[src/rtl/ndmreset_sequencer.sv]
// ndmreset_sequencer: turns power-on reset and the debug module's ndmreset
// request into an ordered release. Peripherals come out of reset first, then
// each hart in turn at a fixed stagger. Debug requests are masked for harts
// still in reset, and debugger-initiated resets are counted (saturating).
module ndmreset_sequencer #(
  parameter int NR_CORES       = 1,
  parameter int HOLD_CYCLES    = 16,
  parameter int STAGGER_CYCLES = 4
) (
  input  logic                aclk,
  input  logic                aresetn,
  input  logic                ndmreset,
  input  logic [NR_CORES-1:0] debug_req_irq_in,
  output logic [NR_CORES-1:0] debug_req_irq_out,
  output logic                periph_rst_n,
  output logic [NR_CORES-1:0] core_rst_n,
  output logic                busy,
  output logic [7:0]          ndmreset_count
);

  localparam int MAX_CYCLES = (HOLD_CYCLES > STAGGER_CYCLES) ? HOLD_CYCLES : STAGGER_CYCLES;
  localparam int CNT_W      = $clog2(MAX_CYCLES + 1);
  localparam int IDX_W      = $clog2(NR_CORES + 1);

  localparam logic [CNT_W-1:0] HOLD_LAST    = CNT_W'(HOLD_CYCLES - 1);
  localparam logic [CNT_W-1:0] STAGGER_LAST = CNT_W'(STAGGER_CYCLES - 1);
  localparam logic [IDX_W-1:0] LAST_CORE    = IDX_W'(NR_CORES - 1);

  // REL_PERIPH is held back for a future peripheral-ack handshake; nothing
  // enters it today.
  typedef enum logic [1:0] {
    HOLD       = 2'd0,
    REL_PERIPH = 2'd1,
    REL_CORES  = 2'd2,
    RUN        = 2'd3
  } state_t;

  state_t              state, state_next;
  logic [CNT_W-1:0]    cnt, cnt_next;
  logic [IDX_W-1:0]    core_idx, core_idx_next;
  logic                periph_next;
  logic [NR_CORES-1:0] core_next;
  logic [7:0]          count_next;

  // Next-state logic: hold-off counting, staggered core release, and
  // re-entry into HOLD on a debugger reset request.
  always_comb begin
    state_next    = state;
    cnt_next      = cnt;
    core_idx_next = core_idx;
    periph_next   = periph_rst_n;
    core_next     = core_rst_n;
    count_next    = ndmreset_count;

    if (ndmreset && (state == REL_CORES || state == RUN)) begin
      state_next    = HOLD;
      cnt_next      = '0;
      core_idx_next = '0;
      periph_next   = 1'b0;
      core_next     = '0;
      if (ndmreset_count != 8'hFF) begin
        count_next = ndmreset_count + 8'd1;
      end
    end else begin
      case (state)
        HOLD: begin
          periph_next = 1'b0;
          core_next   = '0;
          if (ndmreset) begin
            cnt_next = '0;
          end else if (cnt == HOLD_LAST) begin
            periph_next   = 1'b1;
            cnt_next      = '0;
            core_idx_next = '0;
            state_next    = REL_CORES;
          end else begin
            cnt_next = cnt + CNT_W'(1);
          end
        end
        REL_CORES: begin
          if (cnt == STAGGER_LAST) begin
            for (int i = 0; i < NR_CORES; i++) begin
              if (core_idx == IDX_W'(i)) begin
                core_next[i] = 1'b1;
              end
            end
            core_idx_next = core_idx + IDX_W'(1);
            cnt_next      = '0;
            if (core_idx == LAST_CORE) begin
              state_next = RUN;
            end
          end else begin
            cnt_next = cnt + CNT_W'(1);
          end
        end
        RUN: begin
          periph_next = 1'b1;
        end
        default: begin
          state_next    = HOLD;
          cnt_next      = '0;
          core_idx_next = '0;
          periph_next   = 1'b0;
          core_next     = '0;
        end
      endcase
    end
  end

  // State, counters and registered reset outputs; aresetn overrides all.
  always_ff @(posedge aclk) begin
    if (!aresetn) begin
      state          <= HOLD;
      cnt            <= '0;
      core_idx       <= '0;
      periph_rst_n   <= 1'b0;
      core_rst_n     <= '0;
      ndmreset_count <= 8'd0;
    end else begin
      state          <= state_next;
      cnt            <= cnt_next;
      core_idx       <= core_idx_next;
      periph_rst_n   <= periph_next;
      core_rst_n     <= core_next;
      ndmreset_count <= count_next;
    end
  end

  // Busy tracks the registered resets directly, so it drops on the edge
  // the last hart is released.
  always_comb begin
    busy = ~periph_rst_n | ~(&core_rst_n);
  end

  // Zero-latency gating: requests to a hart in reset are dropped.
  always_comb begin
    debug_req_irq_out = debug_req_irq_in & core_rst_n;
  end

endmodule
[config.mk]
export PLATFORM = sky130hd
export DESIGN_NAME = ndmreset_sequencer
export DESIGN_NICKNAME = d
export VERILOG_FILES = /design/src/rtl/ndmreset_sequencer.sv
export SDC_FILE = /design/constraint.sdc
export NUM_CORES = 1
export LEC_CHECK = 0
export BUFFER_PORTS_ARGS = -buffer_cell sky130_fd_sc_hd__buf_4
export CORE_MARGIN = 4
export CORE_UTILIZATION = 30
export DETAILED_ROUTE_END_ITERATION = 7
export PLACE_DENSITY = 0.59
export SYNTH_ARGS = -nofsm -noshare
export SYNTH_HDL_FRONTEND = slang
export SYNTH_SLANG_ARGS = --single-unit
[constraint.sdc]
create_clock -name aclk -period 2.5 [get_ports aclk]
set_clock_uncertainty 0.2 [all_clocks]
set_input_delay 0.375 -clock aclk [delete_from_list [all_inputs] [get_ports aclk]]
set_output_delay 0.375 -clock aclk [all_outputs]
set_load 0.005 [all_outputs]
==> results.sh <==
export IMPL_finalCritPeriodShare_pct=89.7
export IMPL_power_leakage_uw=0.000481
export IMPL_reg2reg_depth=6
export IMPL_yosysSeqAreaShare_pct=36.3
export IMPL_cp_slowest_stage_delay_ps=520
export IMPL_synth_edf_count=0
export IMPL_vdd_ir_drop_max_uv=428
export IMPL_crit_chain="inv_1, ha_1, o21a_1, o21ai_1, or4_1, a21oi_1"
export IMPL_grt_pass1_wl_um=3470
export IMPL_fin_area_um2=1190
export IMPL_rsz0062_at_grt="no"
export IMPL_first_pass_iters=4
export IMPL_io_pins=16
export IMPL_die_h_um=65.5
export IMPL_synth_top_area_cell="dfxtp_1"
export IMPL_netlist_area_um2=993
export IMPL_arrival_ps=2260
export IMPL_clock_sinks=18
export IMPL_min_period_ps=2240
export IMPL_numPortBuffers=15
export IMPL_gp_congestion=0.799
export IMPL_postCtsHoldBufs=0
export IMPL_syn_to_final_growth_pct=19.9
export IMPL_fill_cells=337
export IMPL_post_cts_setup_buffer_count=0
export IMPL_drc=0
export IMPL_worstPathMaxFanout=11
export IMPL_synth_area_per_cell_um2=8.64
export IMPL_synth_flop_cell="dfxtp_1"
export IMPL_final_hold_viol_count=0
export IMPL_insertedDiodeCount=0
export IMPL_clk_pin_slew_ps=110
export IMPL_critical_path_top_delay_family="compound AO/OA/AOI/OAI gates"
export IMPL_synth_most_common_cell="dfxtp_1"
export IMPL_drive_gt1_share_pct=19.7
export IMPL_synth_top_cells_by_area="dfxtp_1, ha_1, nand2_1"
export IMPL_initial_core_util_pct=32.0
export IMPL_crit_type="reg2reg"
export IMPL_p_per_area_nw_per_um2=603
export IMPL_critPathRequiredTime_ps=2520
export IMPL_synth_distinct_cells=36
export IMPL_max_slew_margin_rel_pct=69.6
export IMPL_dieArea_um2=4300
export IMPL_dpl_cell_area_um2=1150
export IMPL_cp_depth=6
export IMPL_end_kind="register"
export IMPL_die_width_um=65.5
export IMPL_ys_top_cells_by_count="dfxtp_1, nand2_1, nor2_1, nand3_1, ha_1"
export IMPL_cts_root_buffer_cell="clkbuf_4"
export IMPL_avgRoutedWirePerCell_um=11.4
export IMPL_final_net_count=144
export IMPL_r2r_setup_slack_ps=260
export IMPL_cp_start_kind="register"
export IMPL_htree_levels=1
export IMPL_max_freq_mhz=446
export IMPL_drv_slew=0
export IMPL_cts_resized=0
export IMPL_num_vias=879
export IMPL_drt_iter0_markers=60
export IMPL_antenna_found_initial=0
export IMPL_syn_num_nets=126
export IMPL_setup_viol_count_final=0
export IMPL_gr_usage_all_layers_pct=10.2
export IMPL_power_uw=718
export IMPL_fin_hold_ws_ps=78.8
export IMPL_holdPathStages=2
export IMPL_dp_hpwl_um=1540
export IMPL_critical_path_slowest_cell="or4_1"
export IMPL_wl_um=2010
export IMPL_tns_ps=0
export IMPL_cts_tree="built"
export IMPL_yosysWarnings=0
export IMPL_cts_made_buffers=3
export IMPL_core_area_um2=3100
export IMPL_synth_top_area_share_pct=36.3
export IMPL_grt_overflow=0
export IMPL_async_reset_ff_share_pct=0
export IMPL_grt_pass1_vias=798
export IMPL_grt_max_degree=16
export IMPL_viasPerCell=4.99
export IMPL_critPathBufInv=1
export IMPL_cts_buffer_depth=2
export IMPL_status="finished clean"
export IMPL_synth_seq_cells=18
export IMPL_hp_class="in2reg"
export IMPL_ant_nets=0
export IMPL_num_rows=20
export IMPL_synthCells=115
export IMPL_max_cap_violations=0
export IMPL_tightest_slew_ps=453
export IMPL_clock_latency_ps=300
-- per-layer routing --
metal / up-vias / track usage (%) / share of wire (%)
met5: - / 0 / 0
met4: 0 / 2.33 / 0.84
met3: 4 / 4.27 / 6.1
met2: 20 / 16.6 / 46
met1: 405 / 12.5 / 47
li1: 450 / - / -
-- layout by cell type, fill, tap and decap left out, types with 2 or more instances in the layout --
| master | instances |
|---|---|
| dfxtp_1 | 18 |
| buf_4 | 16 |
| nand2_1 | 11 |
| nor2_1 | 10 |
| nand3_1 | 8 |
| ha_1 | 7 |
| a21oi_1 | 6 |
| inv_1 | 5 |
| nor3_1 | 4 |
| xor2_1 | 4 |
| o21ai_0 | 3 |
| nand3b_1 | 3 |
| o211ai_1 | 3 |
| a211oi_1 | 3 |
| clkbuf_4 | 3 |
| nand2b_1 | 2 |
| mux2i_1 | 2 |
| nor3b_1 | 2 |
| nor2b_1 | 2 |
| nand4_1 | 2 |
| and3_1 | 2 |
-- cell type report --
class | instances | area, µm² | share of cell area [%]
multi-input combinational | 88 | 597 | 50.1
sequential | 18 | 360 | 30.3
timing repair buffer | 16 | 120 | 10.1
tap | 44 | 55.1 | 4.62
clock buffer | 4 | 36.3 | 3.05
inverter | 6 | 22.5 | 1.89
-- final timing paths --
path	start	endpoint
min	ndmreset	periph_rst_n
min reg2reg	cnt[1]	cnt[1]
max reg2reg	state[0]	ndmreset_count[7]
max	state[0]	ndmreset_count[7]
-- report_power, final --
part | switching [µW] | internal, µW | leakage [µW]
sequential | 27.8 | 316 | 0.000146
combinational | 104 | 90.3 | 0.000314
clock | 92.0 | 88.8 | 0.0000210
-- sequential cells by signal, summed over array words and instances, names as in the netlist --
signal	flops
ndmreset_count	8
cnt	5
state	2
core_idx	1
core_rst_n	1
periph_rst_n	1
-- logic make-up (layout without fill, tap and decap cells) --
| logic type | count (synthesis) | in the layout | synth area share, % |
|---|---|---|---|
| AO/OA/AOI/OAI | 23 | 23 | 18.0 |
| XOR/XNOR | 4 | 4 | 3.53 |
| adder cells (fa/ha/maj) | 7 | 7 | 8.82 |
| buffers and inverters | 9 | 26 | 3.65 |
| flip-flops | 18 | 18 | 36.3 |
| multiplexers | 2 | 2 | 2.02 |
| AND/OR/NAND/NOR | 52 | 52 | 27.7 |
-- per-stage QoR --
stage	setup WS, ps	utilization (%)	std cells
4_1_cts	259	38.4	176
6_report	258	38.4	176
5_1_grt	93.9	38.4	176
3_5_place_dp	283	37.2	172
3_3_place_gp	391	37.2	172
2_1_floorplan	523	-	115
No activity file was read; power rests on OpenSTA's default activity.
